`src/rtl/cmp_search.sv`:
```
// cmp_search: binary-search initiator recovering a signed 4-bit operand from a compare interface (optional CMP_ONEHOT_CHECK_EN)
module cmp_search #(
  parameter int CMP_LAT = 0
) (
  input  logic       clk_i,
  input  logic       rst_i,
  input  logic       start_i,
  input  logic       cmp1_i,
  input  logic       cmp2_i,
  input  logic       cmp3_i,
`ifdef CMP_ONEHOT_CHECK_EN
  output logic       cmp_err_o,
`endif
  output logic [3:0] probe_o,
  output logic       busy_o,
  output logic       done_o,
  output logic       found_o,
  output logic [3:0] result_o,
  output logic [2:0] steps_o
);
  typedef enum logic [1:0] {IDLE, PROBE, DONE} state_e;
  state_e            state_q, state_d;
  logic signed [4:0] lo_q, lo_d, hi_q, hi_d;
  logic        [2:0] wait_q, wait_d, steps_q, steps_d;
  logic        [3:0] probe_q, probe_d, result_q, result_d;
  logic              found_q, found_d;
  logic signed [4:0] mid, lo_up, hi_dn;
  logic signed [5:0] nxt_sum, nxt_mid;
  logic              bad;
`ifdef CMP_ONEHOT_CHECK_EN
  logic              cmp_err_q, cmp_err_d;
  assign bad       = !$onehot({cmp1_i, cmp2_i, cmp3_i});
  assign cmp_err_o = cmp_err_q;
`else
  assign bad = 1'b0;
`endif
  assign mid     = {probe_q[3], probe_q};
  assign lo_up   = mid + 5'sd1;
  assign hi_dn   = mid - 5'sd1;
  assign nxt_sum = cmp1_i ? lo_up + hi_q : lo_q + hi_dn;
  assign nxt_mid = nxt_sum >>> 1;
  assign probe_o  = probe_q;
  assign busy_o   = state_q == PROBE;
  assign done_o   = state_q == DONE;
  assign found_o  = found_q;
  assign result_o = result_q;
  assign steps_o  = steps_q;
  // next-state: launch on start, narrow the interval on each sampled probe, finish on EQ/empty/bad flags
  always_comb begin
    state_d  = state_q;
    lo_d     = lo_q;
    hi_d     = hi_q;
    wait_d   = wait_q;
    probe_d  = probe_q;
    result_d = result_q;
    found_d  = found_q;
    steps_d  = steps_q;
`ifdef CMP_ONEHOT_CHECK_EN
    cmp_err_d = cmp_err_q;
`endif
    if (state_q == IDLE) begin
      if (start_i) begin
        state_d = PROBE;
        lo_d    = -5'sd8;
        hi_d    = 5'sd7;
        probe_d = 4'hf;
        steps_d = 3'd1;
        found_d = 1'b0;
        wait_d  = 3'(CMP_LAT);
`ifdef CMP_ONEHOT_CHECK_EN
        cmp_err_d = 1'b0;
`endif
      end
    end else if (state_q == PROBE) begin
      if (wait_q != 3'd0) begin
        wait_d = wait_q - 3'd1;
      end else if (bad) begin
        state_d = DONE;
        found_d = 1'b0;
`ifdef CMP_ONEHOT_CHECK_EN
        cmp_err_d = 1'b1;
`endif
      end else if (cmp2_i) begin
        state_d  = DONE;
        found_d  = 1'b1;
        result_d = probe_q;
      end else if (cmp1_i || cmp3_i) begin
        lo_d = cmp1_i ? lo_up : lo_q;
        hi_d = cmp1_i ? hi_q : hi_dn;
        if (cmp1_i ? lo_up > hi_q : lo_q > hi_dn) begin
          state_d = DONE;
          found_d = 1'b0;
        end else begin
          probe_d = nxt_mid[3:0];
          steps_d = steps_q + 3'd1;
          wait_d  = 3'(CMP_LAT);
        end
      end else begin
        state_d = DONE;
        found_d = 1'b0;
      end
    end else begin
      state_d = IDLE;
    end
  end
  // state register with asynchronous reset abandoning any search in flight
  always_ff @(posedge clk_i or posedge rst_i) begin
    if (rst_i) begin
      state_q  <= IDLE;
      lo_q     <= -5'sd8;
      hi_q     <= 5'sd7;
      wait_q   <= '0;
      probe_q  <= '0;
      result_q <= '0;
      found_q  <= 1'b0;
      steps_q  <= '0;
`ifdef CMP_ONEHOT_CHECK_EN
      cmp_err_q <= 1'b0;
`endif
    end else begin
      state_q  <= state_d;
      lo_q     <= lo_d;
      hi_q     <= hi_d;
      wait_q   <= wait_d;
      probe_q  <= probe_d;
      result_q <= result_d;
      found_q  <= found_d;
      steps_q  <= steps_d;
`ifdef CMP_ONEHOT_CHECK_EN
      cmp_err_q <= cmp_err_d;
`endif
    end
  end
endmodule
```
`config.mk`:
```
export PLATFORM = sky130hd
export DESIGN_NAME = cmp_search
export DESIGN_NICKNAME = d
export VERILOG_FILES = /design/src/rtl/cmp_search.sv
export SDC_FILE = /design/constraint.sdc
export NUM_CORES = 1
export LEC_CHECK = 0
export ABC_AREA = 1
export CAP_MARGIN = 20
export CORE_AREA = 10 10 101 58
export DETAILED_ROUTE_END_ITERATION = 10
export DIE_AREA = 0 0 111 68
export MAX_ROUTING_LAYER = met4
export PLACE_DENSITY = 0.68
export SLEW_MARGIN = 10
export SYNTH_ARGS = -nofsm -noshare
export SYNTH_HDL_FRONTEND = slang
export SYNTH_SLANG_ARGS = --single-unit
```
`constraint.sdc`:
```
create_clock -name clk_i -period 2.8 [get_ports clk_i]
set_clock_uncertainty 0.15 [all_clocks]
set_input_delay 0.56 -clock clk_i [delete_from_list [all_inputs] [get_ports clk_i]]
set_output_delay 0.56 -clock clk_i [all_outputs]
set_load 0.02 [all_outputs]
```
Word-level counts from Yosys, hierarchy flattened

Cells that the tools add are included.

Logic and storage cells: 95
Flip-flop bits (word level): 27
Input port bits: 6

Bitwise logic cells: 2
Order comparisons: 2
Multiplexer cells: 51
Equality and inequality tests: 12
Add/subtract/negate cells: 6
Reduce and logical (&&, ||, !) cells: 14

Operators with widths:

| operator                                              | count |
|---|---|
| two-way mux 5 bit                                     | 15 |
| two-way mux 3 bit                                     | 14 |
| two-way mux 4 bit                                     | 7 |
| AND reduction 6 bit                                   | 3 |
| two-way mux 2 bit                                     | 7 |
| adder 5 bit                                           | 2 |
| greater-than comparator 5 bit                         | 2 |
| two-way mux 1 bit                                     | 8 |
| AND reduction 4 bit                                   | 2 |
| inequality test 2 bit, second input constant          | 3 |
| inequality test 3 bit, second input constant          | 2 |
| nonzero test 2 bit                                    | 3 |
| nonzero test 3 bit                                    | 2 |
| adder 4 x 2 -> 5 bit, second input constant           | 1 |
| inequality test 5 x 4 -> 1 bit, second input constant | 1 |
| AND reduction 5 bit                                   | 1 |
| subtractor 4 x 2 -> 5 bit, second input constant      | 1 |
| inequality test 2 x 1 -> 1 bit, second input constant | 2 |
| inequality test 4 x 3 -> 1 bit, second input constant | 1 |
| adder 3 x 1 -> 3 bit, second input constant           | 1 |
| inequality test 3 x 1 -> 1 bit, second input constant | 1 |
| AND reduction 3 bit                                   | 1 |
| subtractor 3 x 1 -> 3 bit, second input constant      | 1 |
| equality test 2 x 1 -> 1 bit, second input constant   | 1 |
| 4 further kinds                                       | 5 |

Depth between registers and ports, before layout

Gate-level depths: netlist (run 1).

Depth after elaboration: 9
Depth in mapped cells: 18
Mapped depth without buffers: 18

Least setup slack after synthesis (run 1)

Ideal clock, no wire load.

Path type: reg-to-reg
Start point: register probe_q[0], in the netlist probe_o[0]
End point: register probe_q[0], in the netlist probe_o[0]
Buffers on the path: 0
Path slack: 233 ps
Required time: 2532 ps
Cell stages (with the launch flop): 15
Arrival time: 2299 ps
Cells stage by stage: dfrtp_1 > inv_1 > ha_1 > inv_1 > ha_1 > nor2_1 > nand3_1 > nand3_1 > nand2_1 > nand3_1 > nand2_1 > nand2_1 > nand3_2 > nand2_1 > nand2_1

Cells in the longest elaborated chain, start to end: 9
Elaborated cells between the ends (all ways): 16
Classes of those cells: add/sub: 4; order compare: 2; eq/ne: 1; mux: 8; reduce/logical: 1

RTL lines:

| what                                                              | line   | RTL |
|---|---|---|
| start: declaration                                                | 25     | `logic [3:0] probe_q, probe_d, result_q, result_d;` |
| start signal: assignment                                          | 125    | `probe_q <= probe_d;` |
| subtractor 4 x 2 -> 5 bit or adder 4 x 2 -> 5 bit (tied branches) | 39, 38 |  |
| adder 5 bit                                                       | 40     | `assign nxt_sum = cmp1_i ? lo_up + hi_q : lo_q + hi_dn;` |
| two-way mux 5 bit                                                 | 40     |  |
| two-way mux 4 bit                                                 | 90     | `if (cmp1_i ? lo_up > hi_q : lo_q > hi_dn) begin` |
| two-way mux 4 bit                                                 | 87     | `end else if (cmp1_i \|\| cmp3_i) begin` |
| two-way mux 4 bit                                                 | 83     | `end else if (cmp2_i) begin` |
| two-way mux 4 bit                                                 | 75     | `if (wait_q != 3'd0) begin` |
| two-way mux 4 bit                                                 | 74     | `end else if (state_q == PROBE) begin` |
| two-way mux 4 bit                                                 | 61     | `if (state_q == IDLE) begin` |

Several ways; a longest one is shown, not always the timed one. The select of a mux whose other input is x is not followed.
A chain may end at the register's enable or synchronous reset.

Worst setup path in the final report (run 1)

Start point: register probe_q[0], in the netlist probe_o[0]
End point: register wait_q[1]

Cells in the longest elaborated chain, start to end: 5
Elaborated cells between the ends (all ways): 7
Classes of those cells: add/sub: 2; order compare: 2; eq/ne: 1; mux: 1; reduce/logical: 1

RTL lines:

| what                                                              | line   | RTL |
|---|---|---|
| subtractor 4 x 2 -> 5 bit or adder 4 x 2 -> 5 bit (tied branches) | 39, 38 |  |
| greater-than comparator 5 bit                                     | 90     |  |
| two-way mux 1 bit *                                               | 90     |  |
| inequality test 3 bit (no line) *                                 | n/a    |  |
| AND reduction 5 bit (no line) *                                   | n/a    |  |
| end signal: assignment                                            | 124    | `wait_q <= wait_d;` |
| end: declaration                                                  | 24     | `logic [2:0] wait_q, wait_d, steps_q, steps_d;` |

Every way passes the cells marked *; elsewhere a longest branch is shown, timed or not.

==> results.md, run 1 <==
* Status: finished, final reports clean
* GPL Wtd Cong at slightly below 1
* Clock root buffer: clkbuf_8
* Tightest Pin Transition at 0.4009 ns
* Initial core utilization at 0.4807
* HP Start: found_o
* Buffers & Inverters on Critical Path at 2
* Drt drc at 0
* Worst r2r path cells at 16
* Top-Level Pins at 20
* Synth area leaders: dfrtp_1 (27%), ha_1 (14%), nand2_1 (12%), inv_1 (7.1%), dfstp_2 (6.5%)
* Clock latency on the worst-skew pair at 0.29 ns
* CP cell instances: buf_4, nand3_1, xor2_1, inv_1, ha_1, nand2_1, nor2_1, nand2_1, nand3_1, nand2_1, nand2_1, nand2_1, nand3_2, nand3_1, nand2_1, nand2_1
* Clock transition at path regs at 0.11 ns
* R2r setup slk at around 0.20 ns
* Min Tclk post-route at 2.603 ns
* Max FO, Critical Path at 4
* WHS at 0.3279 ns
* Drt pass-1 iters at 5
* DP HPWL at 4.123 mm
* Number of global-route vias before repair at 1,675
* Worst EP arrival at 2.63 ns
* Die Ht at 68 um
* Max Cap Violations at 0
* Cell row count at 17
* H-tree level count at 1
* Total GRT Usage at 0.1462
* Top FF cell, synth: dfrtp_1
* Count leader, synth: nand2_1
* Slew HR at 0.7303
* Clock Sinks at 27
* Vias per cell at 5.182
* CP most frequent cell: nand2_1
* # setup viols final at 0
* CP required at 2.83 ns
* Mapped cell area at 2014 um2
* DIE AREA at 7548 um2
* Initial antenna violation count at 0
* Synth Warn # at 0
* Hold Crit Endpoint: found_o
* Register area share after synthesis at 0.3385
* Remaining global-route overflow at 0
* Period utilization at 0.9298
* Wirelength, routed at 5.266 mm
* Net Count, Synth at around 300
* Hold depth at 2
* Final net count at roughly 330
* Slew Viols, Final at 0
* Post-synth top area cell: dfrtp_1
* Fill count at ~380
* First-pass GRT wire length at 8.556 mm
* Synth Instances at 268
* Final hold viol count at 0
* Top cell type's share of synthesized area at 0.2733
* CTS Buffer Depth at 2
* CTS tree: built
* Drt first-iter violations at 120
* Critical R2R Capture: wait_q[1]
* Commonest cells in the netlist: nand2_1 (65), inv_1 (38), nor2_1 (30)
* CP Capture Type: flop
* Startpoint types: flop
* #FFs+latches synth at 27
* Layout cells sized above 1 at 0.1533
* Post-layout util at 0.5820
* Hold Path Class: reg2reg
* WL/cell at ~15 um
* Via count at about 1.9k
* Crit-path slowest cell: dfrtp_2
* Post-synth EDFFs at 0
* Avg Cell Area, Syn at 7.517 um2
* Crit Path Class: reg2reg
* Routed Antenna Nets at 0
* Fraction of registers with async set/reset at 1.000
* TritonCTS Buffers at 3
* Slowest stage delay, CP at 0.45 ns
* Crit path max-delay family: simple AND/OR/NAND/NOR gates
* I/O Buffers at 19
* Hold buffers post-CTS at 0
* Largest net degree at the start of global routing at 28
* Worst r2r src: probe_o[0]
* Synthesis-to-layout area growth at 21.06%
* Core ar. at 4190 um2
* Die X at around 110 um
* Post-synthesis cell type count at 31
* Diodes inserted at 0
* Fmax at 384.1 MHz
## registers in the layout, summed over array words and instances (netlist names)
| register | cells |
|---|---|
| found_o | 1 |
| hi_q | 5 |
| steps_o | 3 |
| probe_o | 4 |
| lo_q | 5 |
| result_o | 4 |
| wait_q | 3 |
| state_q | 2 |
## logic make-up after synthesis
logic type / count (synthesis) / synth area share
xor gates and xnor gates: 3 / 0.01305
and+or+nand+nor: 136 / 0.3093
adders and majority gates: 25 / 0.1627
buffers and inverters: 43 / 0.08199
DFF: 27 / 0.3385
AOI/OAI and AO/OA: 33 / 0.08882
muxes: 1 / 0.005590
## how the worst max path moves through the flow
stage,endpoint,cells past startpoint,slack (ns),start
after global placement,probe_o[0],17,-0.02,probe_o[0]
after global routing,steps_o[1],17,-0.05,probe_o[1]
after CTS,steps_o[2],13,0.01,probe_o[0]
after floorplan,probe_o[0],14,0.23,probe_o[0]
after detailed placement,probe_o[2],14,0.05,probe_o[0]
final,wait_q[1],16,0.20,probe_o[0]
## cell usage in the layout, fill, tap and decap left out, types with 3 or more instances in the layout
cell type         n
a21oi_1          13
xor2_1            3
o21ai_0          13
nand2_1          63
ha_1             21
nand3_1          22
nand2_2           3
clkdlybuf4s50_1  19
inv_1            37
inv_2             4
dfstp_2           5
dfrtp_1          20
buf_4            11
nor2_2            4
nor2_1           26
clkbuf_8          3
nand4_1           6
## per-layer routing
metal | wire length (um) | track usage | share of wire
met1 | 2983 | 0.2152 | 0.57
met2 | 1839 | 0.1827 | 0.35
met3 | 402 | 0.04450 | 0.076
met4 | 40 | 0.03387 | 0.0076
met5 | 0 | - | 0
## what timing repair did
action / CTS / global route
setup endpoints to repair: 0 / 13
buffers inserted: 0 / 4
resized for setup: 0 / 14
## worst min-delay path, cell delays in order, from the launching register on
cell,delay [ns]
dfrtp_1,0.36
nand2_1,0.05
nand2_1,0.04
## stage by stage
stage	std cells	cell area (um2)	TNS (ns)	setup WS, ns
finish	357	2439	0	0.1966
global route	357	2439	-0.2143	-0.04779
CTS	353	2366	0	0.01327
detailed placement	349	2317	0	0.04708
global placement	349	2317	-0.02094	-0.01840
floorplan	268	2014	0	0.2325
## cell type report
type | instances | area (um2) | area share
multi-input cells | 198 | 1207 | 0.4951
inverters | 41 | 153.9 | 0.06311
well taps | 57 | 71.32 | 0.02925
clock inverters | 1 | 7.507 | 0.003079
repair buffers | 30 | 272.8 | 0.1119
clock buffers | 3 | 41.29 | 0.01693
flip-flops and latches | 27 | 684.4 | 0.2807
Power of run 1 is left out: the tool's default activity adds up to more than one toggle a clock period on the data nets, which glitch-free logic cannot reach.
==> run 2, diff against run 1 <==
Settings changed: CORE_AREA 10 10 101 58 to 4 4 95 52, DIE_AREA 0 0 111 68 to 0 0 99 56, SETUP_SLACK_MARGIN from default to 0.5.
Clock period 2.8 ns to 2.95 ns, I/O delays scaled along.
==> results.md, run 2 (same netlist as run 1, synthesis figures left out) <==
* Status: finished, final reports clean
* CP Capture Type: flop
* Via count at 1,876 (+1.4%)
* Drt drc at 0 (unchanged)
* Largest net degree at the start of global routing at 28 (unchanged)
* Final hold viol count at 0 (unchanged)
* CTS Buffer Depth at 2 (unchanged)
* CP required at 2.98 ns (+0.15 ns)
* Remaining global-route overflow at 0 (unchanged)
* Wirelength, routed at 5.541 mm (+5.2%)
* Most frequent cells in the layout: nand2_1 (51), inv_1 (30), nor2_1 (22), clkdlybuf4s50_1 (19), dfrtp_1 (18)
* Hold Path Class: reg2reg
* Cell row count at 17 (unchanged)
* Tightest Pin Transition at 0.4861 ns (+0.08527 ns)
* Worst setup margin at 0.5219 ns (+0.3252 ns)
* Die Ht at 56 um (-18%)
* DIE AREA at 5544 um2 (-27%)
* Layout Cell Area excl Fill at 2674 um2 (+9.6%)
* Max FO, Critical Path at 7 (+3)
* CTS tree: built
* Diodes inserted at 0 (unchanged)
* Core ar. at 4190 um2 (unchanged)
* Slew HR at 0.6729 (-0.05737)
* DP HPWL at 4.052 mm (-1.7%)
* Min Tclk post-route at 2.428 ns (-0.1752 ns)
* Startpoint types: flop
* Drt pass-1 iters at 4 (-1)
* H-tree level count at 1 (unchanged)
* Post-route insts no fill at 354 (-0.84%)
* Final net count at 329 (-0.90%)
* Pre-CTS setup slack at 0.2167 ns (+0.1696 ns)
* # setup viols final at 0 (unchanged)
* Slew Viols, Final at 0 (unchanged)
* First-pass GRT wire length at 8.355 mm (-2.3%)
* Die X at 99 um (-11%)
* Most common cell after layout, fill and taps aside: nand2_1
* Initial antenna violation count at 0 (unchanged)
* Crit Path Class: reg2reg
* Placed insts at 344 (-1.4%)
* Number of global-route vias before repair at 1,611 (-3.8%)
* Worst EP arrival at 2.46 ns (-0.17 ns)
* Period utilization at 0.8231 (-0.1067)
* I/O Buffers at 19 (unchanged)
* Fmax at 411.8 MHz (+7.2%)
* Max Cap Violations at 0 (unchanged)
* Vias per cell at 5.299 (+2.3%)
* Setup Total Neg Slack at 0 ns (unchanged)
* WL/cell at 15.65 um (+6.1%)
* DP Area at 2281 um2 (-1.6%)
* Clock latency on the worst-skew pair at 0.28 ns (about the same)
* Initial core utilization at 0.4807 (unchanged)
* RSZ-0062 raised after global routing: true
* Clock transition at path regs at 0.10 ns (about the same)
* Clock Sinks at 27 (unchanged)
* GPL Wtd Cong at 0.9950 (+3.4%)
* Fill count at 357 (-5.6%)
* Total GRT Usage at 0.1945 (+0.04838)
* Drt first-iter violations at 133 (+11%)
* Hold buffers post-CTS at 0 (unchanged)
* Routed Antenna Nets at 0 (unchanged)
* Clock root buffer: clkbuf_8
* Synthesis-to-layout area growth at 32.73%
* Layout cells sized above 1 at 0.2929 (+0.1396)
* Biggest regs: hi_q: 5 flops, lo_q: 5 flops
* TritonCTS Buffers at 3 (unchanged)
* Top-Level Pins at 20 (unchanged)
run 2: critical path, stage by stage (launching register included):
cell     delay, ns
dfrtp_2       0.48
inv_4         0.10
nand3_1       0.09
xor2_1        0.24
inv_2         0.11
ha_4          0.25
nor2_4        0.16
nand3_2       0.11
nand3_2       0.07
nand2_2       0.06
nand3_4       0.11
nand2_2       0.06
nand2_2       0.07
nand3_4       0.12
nand2_1       0.10
nand2_1       0.05
run 2: repair_timing:
item,4_1_cts,5_1_grt
setup buffers,3,3
pin swaps,4,16
endpoints found under the setup margin,13,13
resized for setup,20,50
cloned,0,0
run 2: path summary, 6_finish.rpt:
kind,start,end,slack [ns],cells after the start
setup / recovery,probe_o[1],probe_o[2],0.52,15
hold / removal,result_o[2],result_o[2],0.34,2
setup reg to reg,probe_o[1],probe_o[2],0.52,15
hold reg to reg,result_o[2],result_o[2],0.34,2
max in group asynchronous,rst_i,hi_q[2],1.82,3
min in group asynchronous,rst_i,state_q[0],0.52,3
run 2: area by class of cell:
class | count | area [um2] | area share
Multi-Input combinational cell | 198 | 1458 | 0.5452
Sequential cell | 27 | 686.9 | 0.2569
Timing Repair Buffer | 27 | 250.2 | 0.09359
Inverter | 41 | 158.9 | 0.05943
Tap cell | 57 | 71.32 | 0.02667
Clock buffer | 3 | 41.29 | 0.01544
Clock inverter | 1 | 7.507 | 0.002808
run 2: through the flow:
stage	utilization	hold slack, ns
global placement	0.5443	0.3069
finish	0.6381	0.3385
detailed placement	0.5443	0.3264
global route	0.6381	0.3541
floorplan	-	0.3415
CTS	0.5852	0.3483
run 2: layer usage:
metal  up-vias  track usage  wire, um
met5         -            -         0
met3         6      0.04631       472
li1        919            -         -
met4         0      0.01946        46
met2        72       0.2338      2171
met1       879       0.3229      2851
Power of run 2 is left out for the same reason.
==> run 3, diff against run 2 <==
Clock period 2.95 ns to 2.48 ns, I/O delays scaled along.
==> results.md, run 3 (same netlist as run 1, synthesis figures left out) <==
* Via count at 2,016 (+7.5%)
* CP Capture Type: flop
* Clock Sinks at 27 (unchanged)
* Remaining global-route overflow at 0 (unchanged)
* Hold buffers post-CTS at 0 (unchanged)
* Final net count at 360 (+9.4%)
* Slew HR at 0.6664 (-0.006531)
* Fill count at 324 (-9.2%)
* RSZ-0062 raised after global routing: true
* Worst setup margin at 0.03188 ns (-0.4900 ns)
* Period utilization at 0.9871 (+0.1641)
* Core ar. at 4190 um2 (unchanged)
* Crit Path Class: reg2reg
* Fmax at 408.5 MHz (-0.82%)
* Layout cells sized above 1 at 0.3811 (+0.08817)
* Clock transition at path regs at 0.11 ns (about the same)
* Vias per cell at 5.236 (-1.2%)
* Number of global-route vias before repair at 1,825 (+13%)
* Final hold viol count at 0 (unchanged)
* CP required at 2.51 ns (-0.47 ns)
* Most frequent cells in the layout: nand2_1 (53), buf_4 (36), inv_1 (28), nor2_1 (19), dfrtp_1 (19)
* Clock latency on the worst-skew pair at 0.29 ns (about the same)
* Max FO, Critical Path at 7 (unchanged)
* Tightest Pin Transition at 0.4958 ns (+0.009708 ns)
* Routed Antenna Nets at 0 (unchanged)
* Largest net degree at the start of global routing at 28 (unchanged)
* Drt drc at 0 (unchanged)
* Layout Cell Area excl Fill at 2962 um2 (+11%)
* Critical R2R Capture: probe_o[1]
* Post-route insts no fill at 385 (+8.8%)
* H-tree level count at 1 (unchanged)
* DP Area at 2496 um2 (+9.4%)
* Slew Viols, Final at 0 (unchanged)
* Top-Level Pins at 20 (unchanged)
* First-pass GRT wire length at 9.473 mm (+13%)
* R2r setup slk at 0.03 ns (-0.49 ns)
* Placed insts at 366 (+6.4%)
* Worst r2r path cells at 17 (+2)
* Wirelength, routed at 5.970 mm (+7.7%)
* Max Cap Violations at 0 (unchanged)
* Min Tclk post-route at 2.448 ns (+0.01999 ns)
* WL/cell at 15.51 um (-0.93%)
* Worst r2r src: probe_o[0]
* Synthesis-to-layout area growth at 47.02%
* Hold Crit Endpoint: result_o[2]
* Initial core utilization at 0.4807 (unchanged)
* Worst EP arrival at 2.47 ns (about the same)
* Clock root buffer: clkbuf_8
* DIE AREA at 5544 um2 (unchanged)
* Total GRT Usage at 0.2231 (+0.02859)
* Initial antenna violation count at 0 (unchanged)
* # setup viols final at 0 (unchanged)
* Die Ht at 56 um (unchanged)
* Drt first-iter violations at 159 (+20%)
* I/O Buffers at 19 (unchanged)
* Hold depth at 2 (unchanged)
* Startpoint types: flop
* Status: finished, final reports clean
* Hold Path Class: reg2reg
* DP HPWL at 4.228 mm (+4.3%)
* Drt pass-1 iters at 5 (+1)
* CTS tree: built
* Die X at 99 um (unchanged)
* Most common cell after layout, fill and taps aside: nand2_1
* CTS Buffer Depth at 2 (unchanged)
* Cell row count at 17 (unchanged)
* Diodes inserted at 0 (unchanged)
* Pre-CTS setup slack at -0.04585 ns (-0.2625 ns)
* TritonCTS Buffers at 3 (unchanged)
* WHS at 0.3445 ns (+0.006006 ns)
* Biggest regs: hi_q: 5 flops, lo_q: 5 flops
* HP Start: result_o[2]
* GPL Wtd Cong at 0.9444 (-5.1%)
run 3: cell count changes in the layout (fill, tap and decap cells not counted), sizes merged:
cell           delta
clkinv            +1
inv               -1
clkbuf            +1
buf              +31
clkdlybuf4s15     +1
clkdlybuf4s50     -9
dlygate4sd2       +4
dlymetal6s2s      +3
run 3: routing by layer:
metal  track usage  up-vias  share of wire
met4       0.04864        0          0.018
met1        0.3402      940           0.52
met5             -        -              0
met3       0.05006       11          0.062
li1              -      987              -
met2        0.2948       78           0.40
run 3: worst max-delay path by stage:
stage                from          to  slack (ns)  cells past startpoint
2_1_floorplan  probe_o[0]  probe_o[2]        0.16                     17
3_3_place_gp   probe_o[2]  probe_o[1]     0.00007                     16
3_5_place_dp   probe_o[0]  probe_o[1]       -0.05                     15
4_1_cts        probe_o[0]  probe_o[1]        0.11                     14
5_1_grt        probe_o[0]  probe_o[1]       -0.07                     17
6_report       probe_o[0]  probe_o[1]        0.03                     17
run 3: layout make-up:
class,count,area [um2],area share
Clock inverter,1,5.005,0.001690
Inverter,41,167.7,0.05661
Clock buffer,3,41.29,0.01394
Multi-Input combinational cell,198,1490,0.5032
Timing Repair Buffer,58,500.5,0.1690
Sequential cell,27,685.7,0.2315
Tap cell,57,71.32,0.02408
run 3: through the flow:
| stage | utilization | TNS, ns |
|---|---|---|
| 4_1_cts | 0.6757 | 0 |
| 2_1_floorplan | - | 0 |
| 3_5_place_dp | 0.5957 | -0.2655 |
| 5_1_grt | 0.7068 | -0.4123 |
| 6_report | 0.7068 | 0 |
| 3_3_place_gp | 0.5957 | 0 |
run 3: critical path: stages, from the launching register on:
cell and delay (ns):
dfrtp_2 0.49, inv_4 0.12, ha_4 0.14, inv_2 0.04, nor2_4 0.13, nor2_4 0.06, ha_4 0.29, inv_4 0.05
nor2_4 0.11, nand3_2 0.10, nand3_2 0.09, nand2_2 0.06, nand3_4 0.11, nand2_2 0.06, nand2_2 0.07, nand3_4 0.11
nand2_1 0.09, nand2_1 0.05
run 3: timing repair:
action	in CTS	in global routing
setup buffers	10	5
setup endpoints to repair	24	32
resized for setup	50	30
pin swaps	26	7
Power of run 3 is left out for the same reason.
